===== src/rtl/compress_pkg.sv =====
// Shared definitions for the compression / decompression pair.
// Code-type encoding, widths and the push rule live here so that the
// compressor's control generator and this decoder keep their dictionaries
// in lock-step.
package compress_pkg;

  localparam int unsigned WORD       = 32;
  localparam int unsigned WIDTH      = 2 * WORD;
  localparam int unsigned DICT_ENTRY = 16;
  localparam int unsigned INDEX_W    = 4;

  typedef enum logic [2:0] {
    ZZZZ = 3'd0,
    ZZZX = 3'd1,
    MMMM = 3'd2,
    MMXX = 3'd3,
    MMMX = 3'd4,
    XXXX = 3'd5
  } code_t;

  // A word enters the dictionary only when it carries literal bits.
  function automatic logic push_flag(input logic [2:0] code);
    case (code)
      ZZZX, MMXX, MMMX, XXXX: push_flag = 1'b1;
      default:                push_flag = 1'b0;
    endcase
  endfunction

  // Codes 6 and 7 are not defined.
  function automatic logic legal_code(input logic [2:0] code);
    legal_code = (code < 3'd6);
  endfunction

endpackage


===== src/rtl/decompression_stage_if.sv =====
// Token-in / word-out bus of the decompression stage.
// Upstream side: i_valid/o_ready plus two parsed tokens (type, index, literal).
// Downstream side: o_valid/i_ready plus the rebuilt 64-bit word.
// Status: flat dictionary contents and the sticky error flag.
// slave = decompression stage, master = unpacker/sink/bench side.
interface decompression_stage_if;
  import compress_pkg::*;

  logic                        i_valid;
  logic                        o_ready;
  logic [2:0]                  i_type1;
  logic [INDEX_W-1:0]          i_index1;
  logic [WORD-1:0]             i_literal1;
  logic [2:0]                  i_type2;
  logic [INDEX_W-1:0]          i_index2;
  logic [WORD-1:0]             i_literal2;
  logic                        o_valid;
  logic                        i_ready;
  logic [WIDTH-1:0]            o_word;
  logic [DICT_ENTRY*WORD-1:0]  o_dictionary_data;
  logic                        o_error;

  modport slave (
    input  i_valid, i_type1, i_index1, i_literal1, i_type2, i_index2, i_literal2, i_ready,
    output o_ready, o_valid, o_word, o_dictionary_data, o_error
  );

  modport master (
    output i_valid, i_type1, i_index1, i_literal1, i_type2, i_index2, i_literal2, i_ready,
    input  o_ready, o_valid, o_word, o_dictionary_data, o_error
  );
endinterface


===== src/rtl/decomp_dict.sv =====
// 16-entry shift-FIFO dictionary. Entry 0 is newest, entry 15 oldest.
// Ports: i_clk, i_reset (async active-low), i_clear (sync zero),
//        i_wr1/i_word1 and i_wr2/i_word2 (one or two pushes per cycle,
//        word 2 ends up newest), o_data (entry k at bits [32k+31:32k]).
module decomp_dict
  import compress_pkg::*;
(
  input  logic                       i_clk,
  input  logic                       i_reset,
  input  logic                       i_clear,
  input  logic                       i_wr1,
  input  logic [WORD-1:0]            i_word1,
  input  logic                       i_wr2,
  input  logic [WORD-1:0]            i_word2,
  output logic [DICT_ENTRY*WORD-1:0] o_data
);

  logic [WORD-1:0] entries_q [DICT_ENTRY];
  logic [WORD-1:0] entries_d [DICT_ENTRY];
  logic [WORD-1:0] base      [DICT_ENTRY];

  always_comb begin
    // Clear happens first; same-cycle pushes land on the empty dictionary.
    for (int k = 0; k < DICT_ENTRY; k++) begin
      base[k] = i_clear ? '0 : entries_q[k];
    end
    entries_d = base;
    if (i_wr1 && i_wr2) begin
      entries_d[0] = i_word2;
      entries_d[1] = i_word1;
      for (int k = 2; k < DICT_ENTRY; k++) entries_d[k] = base[k-2];
    end else if (i_wr1 || i_wr2) begin
      entries_d[0] = i_wr1 ? i_word1 : i_word2;
      for (int k = 1; k < DICT_ENTRY; k++) entries_d[k] = base[k-1];
    end
  end

  always_ff @(posedge i_clk or negedge i_reset) begin
    if (!i_reset) begin
      for (int k = 0; k < DICT_ENTRY; k++) entries_q[k] <= '0;
    end else begin
      entries_q <= entries_d;
    end
  end

  always_comb begin
    o_data = '0;
    for (int k = 0; k < DICT_ENTRY; k++) o_data[WORD*k +: WORD] = entries_q[k];
  end

endmodule


===== src/rtl/decompression_stage.sv =====
// Decompression stage: rebuilds one 64-bit word per accepted token pair.
// Ports: i_clk, i_reset (async active-low), i_clear (sync dictionary/error
//        clear), bus (token input handshake, word output handshake,
//        flat dictionary view and sticky error flag).
// Word 1 decodes against the current dictionary; word 2 sees word 1's push.
module decompression_stage
  import compress_pkg::*;
(
  input  logic                  i_clk,
  input  logic                  i_reset,
  input  logic                  i_clear,
  decompression_stage_if.slave  bus
);

  logic [DICT_ENTRY*WORD-1:0] dict_data;
  logic [WORD-1:0]            view1 [DICT_ENTRY];
  logic [WORD-1:0]            d1;
  logic [WORD-1:0]            d2;
  logic [WORD-1:0]            word1;
  logic [WORD-1:0]            word2;
  logic                       push1;
  logic                       push2;
  logic                       illegal;
  logic                       accept;
  logic                       valid_q;
  logic [WIDTH-1:0]           word_q;
  logic                       error_q;
  logic                       error_d;

  function automatic logic [WORD-1:0] decode(input logic [2:0]      code,
                                             input logic [WORD-1:0] d,
                                             input logic [WORD-1:0] lit);
    case (code)
      ZZZZ:    decode = '0;
      ZZZX:    decode = {24'b0, lit[7:0]};
      MMMM:    decode = d;
      MMXX:    decode = {d[31:16], lit[15:0]};
      MMMX:    decode = {d[31:8], lit[7:0]};
      XXXX:    decode = lit;
      default: decode = '0;
    endcase
  endfunction

  assign accept      = bus.i_valid && bus.o_ready;
  assign bus.o_ready = !valid_q || bus.i_ready;

  // A same-cycle clear means the pair decodes against an all-zero dictionary.
  always_comb begin
    for (int k = 0; k < DICT_ENTRY; k++) begin
      view1[k] = i_clear ? '0 : dict_data[WORD*k +: WORD];
    end
  end

  assign push1 = push_flag(bus.i_type1);
  assign push2 = push_flag(bus.i_type2);
  assign d1    = view1[bus.i_index1];
  assign word1 = decode(bus.i_type1, d1, bus.i_literal1);

  // Forwarded view for word 2: if word 1 pushed, everything moved down one.
  always_comb begin
    d2 = view1[bus.i_index2];
    if (push1) begin
      d2 = (bus.i_index2 == '0) ? word1 : view1[bus.i_index2 - 4'd1];
    end
  end

  assign word2   = decode(bus.i_type2, d2, bus.i_literal2);
  assign illegal = !legal_code(bus.i_type1) || !legal_code(bus.i_type2);

  decomp_dict u_dict (
    .i_clk   (i_clk),
    .i_reset (i_reset),
    .i_clear (i_clear),
    .i_wr1   (accept && push1),
    .i_word1 (word1),
    .i_wr2   (accept && push2),
    .i_word2 (word2),
    .o_data  (dict_data)
  );

  // Error raised by a pair accepted together with a clear survives the clear.
  assign error_d = (i_clear ? 1'b0 : error_q) | (accept & illegal);

  always_ff @(posedge i_clk or negedge i_reset) begin
    if (!i_reset) begin
      valid_q <= 1'b0;
      word_q  <= '0;
      error_q <= 1'b0;
    end else begin
      error_q <= error_d;
      if (accept) begin
        valid_q <= 1'b1;
        word_q  <= {word2, word1};
      end else if (bus.i_ready) begin
        valid_q <= 1'b0;
      end
    end
  end

  assign bus.o_valid           = valid_q;
  assign bus.o_word            = word_q;
  assign bus.o_error           = error_q;
  assign bus.o_dictionary_data = dict_data;

endmodule


===== src/flat_wrapper.sv =====
// flat-port wrapper written by rule: the top's interface ports become plain ports
module decompression_stage_flat import compress_pkg::*;
  (i_clk, i_reset, i_clear, bus_i_valid, bus_i_type1, bus_i_index1, bus_i_literal1, bus_i_type2, bus_i_index2, bus_i_literal2, bus_i_ready, bus_o_ready, bus_o_valid, bus_o_word, bus_o_dictionary_data, bus_o_error);
  decompression_stage_if bus_i ();
  input  logic i_clk;
  input  logic i_reset;
  input  logic i_clear;
  input wire logic [$bits(bus_i.i_valid)-1:0] bus_i_valid;
  input wire logic [$bits(bus_i.i_type1)-1:0] bus_i_type1;
  input wire logic [$bits(bus_i.i_index1)-1:0] bus_i_index1;
  input wire logic [$bits(bus_i.i_literal1)-1:0] bus_i_literal1;
  input wire logic [$bits(bus_i.i_type2)-1:0] bus_i_type2;
  input wire logic [$bits(bus_i.i_index2)-1:0] bus_i_index2;
  input wire logic [$bits(bus_i.i_literal2)-1:0] bus_i_literal2;
  input wire logic [$bits(bus_i.i_ready)-1:0] bus_i_ready;
  output wire logic [$bits(bus_i.o_ready)-1:0] bus_o_ready;
  output wire logic [$bits(bus_i.o_valid)-1:0] bus_o_valid;
  output wire logic [$bits(bus_i.o_word)-1:0] bus_o_word;
  output wire logic [$bits(bus_i.o_dictionary_data)-1:0] bus_o_dictionary_data;
  output wire logic [$bits(bus_i.o_error)-1:0] bus_o_error;
  assign bus_i.i_valid = bus_i_valid;
  assign bus_i.i_type1 = bus_i_type1;
  assign bus_i.i_index1 = bus_i_index1;
  assign bus_i.i_literal1 = bus_i_literal1;
  assign bus_i.i_type2 = bus_i_type2;
  assign bus_i.i_index2 = bus_i_index2;
  assign bus_i.i_literal2 = bus_i_literal2;
  assign bus_i.i_ready = bus_i_ready;
  assign bus_o_ready = bus_i.o_ready;
  assign bus_o_valid = bus_i.o_valid;
  assign bus_o_word = bus_i.o_word;
  assign bus_o_dictionary_data = bus_i.o_dictionary_data;
  assign bus_o_error = bus_i.o_error;
  decompression_stage u_core (.i_clk(i_clk), .i_reset(i_reset), .i_clear(i_clear), .bus(bus_i));
endmodule

===== config.mk =====
export PLATFORM = sky130hd
export DESIGN_NAME = decompression_stage_flat
export DESIGN_NICKNAME = d
export VERILOG_FILES = /design/src/rtl/compress_pkg.sv /design/src/rtl/decompression_stage_if.sv /design/src/rtl/decomp_dict.sv /design/src/rtl/decompression_stage.sv /design/src/flat_wrapper.sv
export SDC_FILE = /design/constraint.sdc
export NUM_CORES = 2
export LEC_CHECK = 0
export CORE_MARGIN = 2
export CORE_UTILIZATION = 30
export CTS_BUF_LIST = sky130_fd_sc_hd__clkbuf_2
export CTS_CLUSTER_SIZE = 8
export DETAILED_ROUTE_END_ITERATION = 10
export GPL_TIMING_DRIVEN = 0
export MAX_ROUTING_LAYER = met4
export SYNTH_ARGS = -nofsm -noshare
export SYNTH_HDL_FRONTEND = slang
export SYNTH_SLANG_ARGS = --single-unit

===== constraint.sdc =====
create_clock -name i_clk -period 3.1 [get_ports i_clk]
set_input_delay 0.62 -clock i_clk [delete_from_list [all_inputs] [get_ports i_clk]]
set_output_delay 0.62 -clock i_clk [all_outputs]
set_load 0.01 [all_outputs]

* Word level (Yosys, flattened, before mapping)
Index checks and enable logic that the tools add are counted.
** Word-level totals
- Flip-flop bits (word level) :: 578
- Bits in latches :: 0
- RAM bits :: 0
- Memory bits (read-only) :: 0
- Input port bits :: 83
- Logic and storage cells :: 91
- Memories :: 0
** Operators by class
- Add/sub/neg operators :: 1
- Multipliers :: 0
- Div/mod/pow operators :: 0
- Magnitude comparators :: 5
- Eq/ne operators :: 10
- Shifts and indexed selects :: 0
- Multiplexer cells :: 37
- Bitwise operators :: 5
- Reduce and logical (&&, ||, !) cells :: 14
** Operators by type and width (count)
- $mux W512 :: 2
- $mux W32 :: 25
- $bmux W32 S4 :: 3
- $pmux W32 S5 :: 2
- $ge A5 B5 Y1 const B :: 3
- $not A4 Y5 :: 3
- $eq A3 B2 Y1 const B :: 4
- $eq A3 B3 Y1 const B :: 4
- $reduce_or A4 Y1 :: 2
- $eq A3 B1 Y1 const B :: 2
- $lt A3 B3 Y1 const B :: 2
- $mux W1 :: 5
- $logic_and A1 B1 Y1 :: 4
- $logic_not A4 Y1 :: 1
- $sub A4 B1 Y4 const B :: 1
- $logic_not A1 Y1 :: 3
- $logic_or A1 B1 Y1 :: 3
- $reduce_bool A2 Y1 :: 1
- $and A1 B1 Y1 :: 1
- $or A1 B1 Y1 :: 1

* Depth between registers and ports, before layout
- Depth in word-level cells :: 11
- Depth in mapped cells :: 16
- Gate-level depth less buffers :: 9

* Modules after synthesis
Synthesis repeated with hierarchy kept, for this count alone.
** Second synthesis, totals
- Cell total of the unflattened synthesis :: 3526
- Area total of the unflattened synthesis :: 39790.7 µm²
** Modules (own cells, without submodules)
- decomp_dict :: instances 1, cells each 1856, area each 22875.7 µm², seq. area each 12812.3 µm²
- decompression_stage :: instances 1, cells each 1670, area each 16915.0 µm², seq. area each 1651.6 µm²

* Worst setup path before layout
No wires, ideal clock.
- Kind :: in2reg
- Start point :: input port bus_i_index2[0]
- End point :: register u_core.u_dict.entries_q, in the netlist u_core.u_dict.o_data[19]
- Setup time :: 0.154 ns
- Arrival time :: 3.501 ns
- Data required time :: 2.946 ns
- Slack :: -0.555 ns
- Cell stages on the path :: 15
- Path through :: buf_6 -> buf_6 -> buf_6 -> buf_8 -> buf_6 -> inv_1 -> ha_1 -> buf_2 -> buf_2 -> clkbuf_1 -> mux4_2 -> nand2_1 -> a21oi_1 -> o41ai_1 -> a222oi_1
** RTL lines
- start: declaration :: line flat_wrapper.sv:13 : input wire logic [$bits(bus_i.i_index2)-1:0] bus_i_index2;
- end signal: assignment :: line decomp_dict.sv:42 : entries_q <= entries_d;
- end: declaration :: line decomp_dict.sv:18 : logic [WORD-1:0] entries_q [DICT_ENTRY];

==> implementation parameters <==
Parameter                              Value

Timing
  Max transition margin    -9.61%
  Clock tree skew after final layout    192 ps
  Final Slew Violations    23
  Tmin final    3410 ps
  Worst hold margin    119 ps
  Final cycle utilization of the critical path    110%
  Slack of the critical path    -314 ps
  Final-report setup violation count    65
  Achievable frequency    293 MHz
  Slew at the pin closest to its max-slew limit    1640 ps
  RSZ-0062 raised after global routing    yes
  Fin. Hold Viols    0

Power
  Combinational power share    33.1%
  Peak VDD IR    0.219 mV
  Sw frac    43.1%
  Power density normalized to cell area    401 nW/um^2
  Clock power share    28.5%
  Reported net switching power    0.00961 W
  Total internal power    0.0127 W
  Pleak    23.8 nW
  Sequential share of power    38.3%

Setup path
  Critical path launch point type    input port
  Critical Path, Cell by Cell    clkdlybuf4s50_1 -> buf_1 -> clkbuf_1 -> o221ai_1 -> a32oi_1 -> nor3_1 -> o41ai_2 -> a222oi_1
  Critical Path Fanout Max    10
  Crit path arrival time    4930 ps
  Slowest stage delay, CP    990 ps
  Required time of the critical path    4610 ps
  Type of element capturing the critical path    flip-flop
  Highest-delay cell along the critical path    sky130_fd_sc_hd__clkbuf_1
  Reg2reg setup slack    -70 ps
  Crit Path Class    in2reg

Synth
  Number of synthesized flops with an enable pin    0
  Post-synth top flop    sky130_fd_sc_hd__dfrtp_1
  Arithmetic-cell share of the synthesized area counting full adders, half adders and majority gates    0.0613%
  Post-Synth XOR/XNOR Area    0.0613%
  Instance count of the mapped netlist    4339
  Multiplexer fraction of the synthesized cell area    24.0%
  Count of distinct cell types in the synthesized netlist    95
  Largest family of logic cells by synthesized area    multiplexers
  Flip-flop and latch count after synthesis    578
  Asr flop ratio synth    100%
  Avg Inst Size Synth    9.40 sq um
  Synth Area in Compound Gates    18.1%
  Yosys Warn Count    0
  Synthesized cell area    40800 sq um
  Simple-gate portion of the synthesized area    16.8%
  Post-Synthesis Net Count    4424
  Sequential area share after synthesis    35.4%

Run status
  Status    finished with violations
  Violations in the final reports    capacitance limit, slew limit, setup timing

Global routing
  Largest net degree at the start of global routing    111
  First-pass GRT wire length    447 mm
  Vias in the first global route    48.7k
  Total track usage    48.8%
  Sum of overflow across all layers after global routing    0
  Number of antenna violations at the first check in global routing    45

Finish
  Fraction of layout instances using a drive strength above 1    39.0%
  Synthesis-to-layout area growth    36.3%
  Final Util    41.1%
  # nets final    5861
  Fill cell count    13.7k

Detailed routing
  DRC violation count after routing    0
  Total routed wirelength    341 mm
  Via density    6.79
  TritonRoute pass-1 iters    7
  Post-route antenna net violation count    0
  Number of DRC markers after the initial detailed-route iteration    10.3k
  Routed vias    52.4k
  Routed wire length per instance    44.2 um

Placement
  HPWL Detailed    248 mm
  Count of buffers from port buffering    657
  Routability-driven placement congestion ratio    1.09
  Pre-CTS setup slack    -2550 ps

Floorplanning
  Number of core rows    135
  Floorplan Core Area    135000 sq um
  Die Height    373 um
  Effective utilization at floorplan    30.2%
  # IOs    662
  Die extent in x    373 um
  Overall die area    139000 sq um

CTS
  Clock root buffer master    sky130_fd_sc_hd__clkbuf_2
  Worst-skew pair later-pin latency    1770 ps
  Clock buffer count from CTS    165
  Number of buffers on the longest clock path    3
  Clock slew at the register clock pins of the worst setup and hold paths    130 ps
  Clock tree from TritonCTS    yes
  CTS HTree Levels    4
  TritonCTS sink count    578

Flow run
  Max Cap Violations    3

Hold path
  Tightest Hold Check Type    in2reg
[sequential cells by signal (all words and copies together), names as in the netlist]
name and cells:
u_core.bus.o_word 64, u_core.bus.o_valid 1, u_core.u_dict.o_data 512, u_core.bus.o_error 1
[metrics by stage]
stage | total power [W] | TNS (ps) | std cells | cell area, sq um
after global routing | 0.0225 | -77.3 | 7707 | 55600
final | 0.0223 | -7470 | 7712 | 55600
after CTS | 0.0216 | -236 | 7667 | 55300
after detailed placement | 0.0150 | -976510 | 6784 | 50000
after floorplan | 0.0113 | -2030 | 4339 | 41000
after global placement | 0.0149 | - | 6777 | 49800
[synthesized netlist by cell type (5+ instances only)]
library cell                count  area, sq um
sky130_fd_sc_hd__nand2_1     1110         4170
sky130_fd_sc_hd__dfrtp_1      578        14500
sky130_fd_sc_hd__nor2_1       525         1970
sky130_fd_sc_hd__a311oi_1     448         3920
sky130_fd_sc_hd__mux4_2       301         6780
sky130_fd_sc_hd__mux2i_1      259         2590
sky130_fd_sc_hd__clkbuf_1     232          871
sky130_fd_sc_hd__o22ai_1      114          713
sky130_fd_sc_hd__a21oi_1      112          561
sky130_fd_sc_hd__buf_2         99          495
sky130_fd_sc_hd__o21ai_0       75          375
sky130_fd_sc_hd__buf_1         42          158
sky130_fd_sc_hd__o21ai_1       31          155
sky130_fd_sc_hd__buf_6         30          338
sky130_fd_sc_hd__nor3_1        29          145
sky130_fd_sc_hd__nand3_1       25          125
sky130_fd_sc_hd__o221ai_1      24          210
sky130_fd_sc_hd__buf_4         23          173
sky130_fd_sc_hd__a22oi_1       21          158
sky130_fd_sc_hd__mux2_2        14          158
sky130_fd_sc_hd__a211oi_1      11         82.6
sky130_fd_sc_hd__a32oi_1       11         96.3
sky130_fd_sc_hd__nand2b_1      11         68.8
sky130_fd_sc_hd__o31ai_1       11         82.6
sky130_fd_sc_hd__a31oi_1       10         62.6
sky130_fd_sc_hd__inv_1         10         37.5
sky130_fd_sc_hd__mux4_1         9          236
sky130_fd_sc_hd__o211ai_1       9         67.6
sky130_fd_sc_hd__a21o_1         8         60.1
sky130_fd_sc_hd__a221oi_1       8         70.1
sky130_fd_sc_hd__and2_1         8         50.1
sky130_fd_sc_hd__buf_8          8          120
sky130_fd_sc_hd__and3_1         7         43.8
sky130_fd_sc_hd__o22a_1         7         61.3
sky130_fd_sc_hd__a222oi_1       6         60.1
sky130_fd_sc_hd__nor2b_1        6         37.5
sky130_fd_sc_hd__a211oi_2       5         62.6
sky130_fd_sc_hd__o2111ai_1      5         43.8
[cells by family (layout without fill, tap and decap cells)]
group	after synthesis	after routing
mux	585	585
flops	578	578
simple gates	1752	1752
xor+xnor	2	2
compound gates	968	968
other cells	0	41
buf+inv	452	2003
fa+ha+maj	2	2
[path summary, 6_finish.rpt]
path / from / to / cells past startpoint
max: bus_i_index1[3] / u_core.u_dict.o_data[19] / 8
min in group asynchronous: i_reset / u_core.u_dict.o_data[223] / 5
max reg2reg: u_core.u_dict.o_data[444] / u_core.u_dict.o_data[28] / 8
min reg2reg: u_core.bus.o_word[12] / u_core.bus.o_word[12] / 2
max in group asynchronous: i_reset / u_core.u_dict.o_data[311] / 7
min: bus_i_literal2[27] / u_core.bus.o_word[59] / 4
[power by group through the flow]
stage | logic [W] | registers (W) | clock network [W]
6_report | 0.00739 | 0.00854 | 0.00636
5_1_grt | 0.00731 | 0.00855 | 0.00666
4_1_cts | 0.00686 | 0.00849 | 0.00621
3_5_place_dp | 0.00574 | 0.00922 | 0
3_3_place_gp | 0.00569 | 0.00924 | 0
2_1_floorplan | 0.00253 | 0.00875 | 0
[area by class of cell]
| cell class | instances | area [sq um] | area share, % |
|---|---|---|---|
| antenna | 41 | 103 | 0.185 |
| buffer | 437 | 2450 | 4.40 |
| clock buffer | 242 | 1210 | 2.18 |
| clock inverter | 39 | 253 | 0.455 |
| inverter | 14 | 57.6 | 0.104 |
| multi-input combinational | 3309 | 24300 | 43.7 |
| sequential | 578 | 15100 | 27.2 |
| tap | 1781 | 2230 | 4.01 |
| timing repair buffer | 1271 | 9910 | 17.8 |
[routing by layer]
metal	global-route usage, %	up-vias	wire, um
li1	-	19300	-
met1	58.0	25900	122000
met2	65.0	5746	134000
met3	23.1	1378	55800
met4	32.3	0	28200
met5	-	-	0
[layout by cell type, fill, tap and decap left out, types with 20 or more instances in the layout]
master | netlist | layout
sky130_fd_sc_hd__clkinv_1 | 1 | 21
sky130_fd_sc_hd__o221ai_1 | 24 | 23
sky130_fd_sc_hd__buf_1 | 42 | 32
sky130_fd_sc_hd__a311oi_1 | 448 | 447
sky130_fd_sc_hd__clkbuf_1 | 232 | 178
sky130_fd_sc_hd__dlygate4sd2_1 | 0 | 65
sky130_fd_sc_hd__buf_6 | 30 | 55
sky130_fd_sc_hd__mux2i_1 | 259 | 256
sky130_fd_sc_hd__clkdlybuf4s15_2 | 0 | 36
sky130_fd_sc_hd__o21ai_0 | 75 | 73
sky130_fd_sc_hd__mux4_2 | 301 | 305
sky130_fd_sc_hd__a22oi_1 | 21 | 20
sky130_fd_sc_hd__nand2_1 | 1110 | 1106
sky130_fd_sc_hd__diode_2 | 0 | 41
sky130_fd_sc_hd__dfrtp_2 | 0 | 508
sky130_fd_sc_hd__buf_2 | 99 | 411
sky130_fd_sc_hd__dfrtp_1 | 578 | 70
sky130_fd_sc_hd__a21oi_1 | 112 | 112
sky130_fd_sc_hd__nor2_1 | 525 | 522
sky130_fd_sc_hd__clkdlybuf4s15_1 | 0 | 135
sky130_fd_sc_hd__o21ai_1 | 31 | 32
sky130_fd_sc_hd__clkdlybuf4s50_1 | 0 | 76
sky130_fd_sc_hd__dlygate4sd3_1 | 0 | 73
sky130_fd_sc_hd__nand3_1 | 25 | 23
sky130_fd_sc_hd__o22ai_1 | 114 | 113
sky130_fd_sc_hd__buf_4 | 23 | 564
sky130_fd_sc_hd__nor3_1 | 29 | 26
sky130_fd_sc_hd__clkbuf_2 | 0 | 288
[what timing repair did]
item / CTS / global route
endpoints found under the hold margin: 685 / 0
pin swaps: 0 / 3
setup endpoints to repair: 1040 / 236
gates resized for setup: 2459 / 38
hold buffers: 74 / 0
buffers inserted: 528 / 6
[critical path, delay by kind of cell]
kind	cells	cell delay, ps
AOI/OAI and AO/OA	4	1860
and+or+nand+nor	1	100
buffers and inverters	3	2330
No activity file was read; power rests on OpenSTA's default activity.
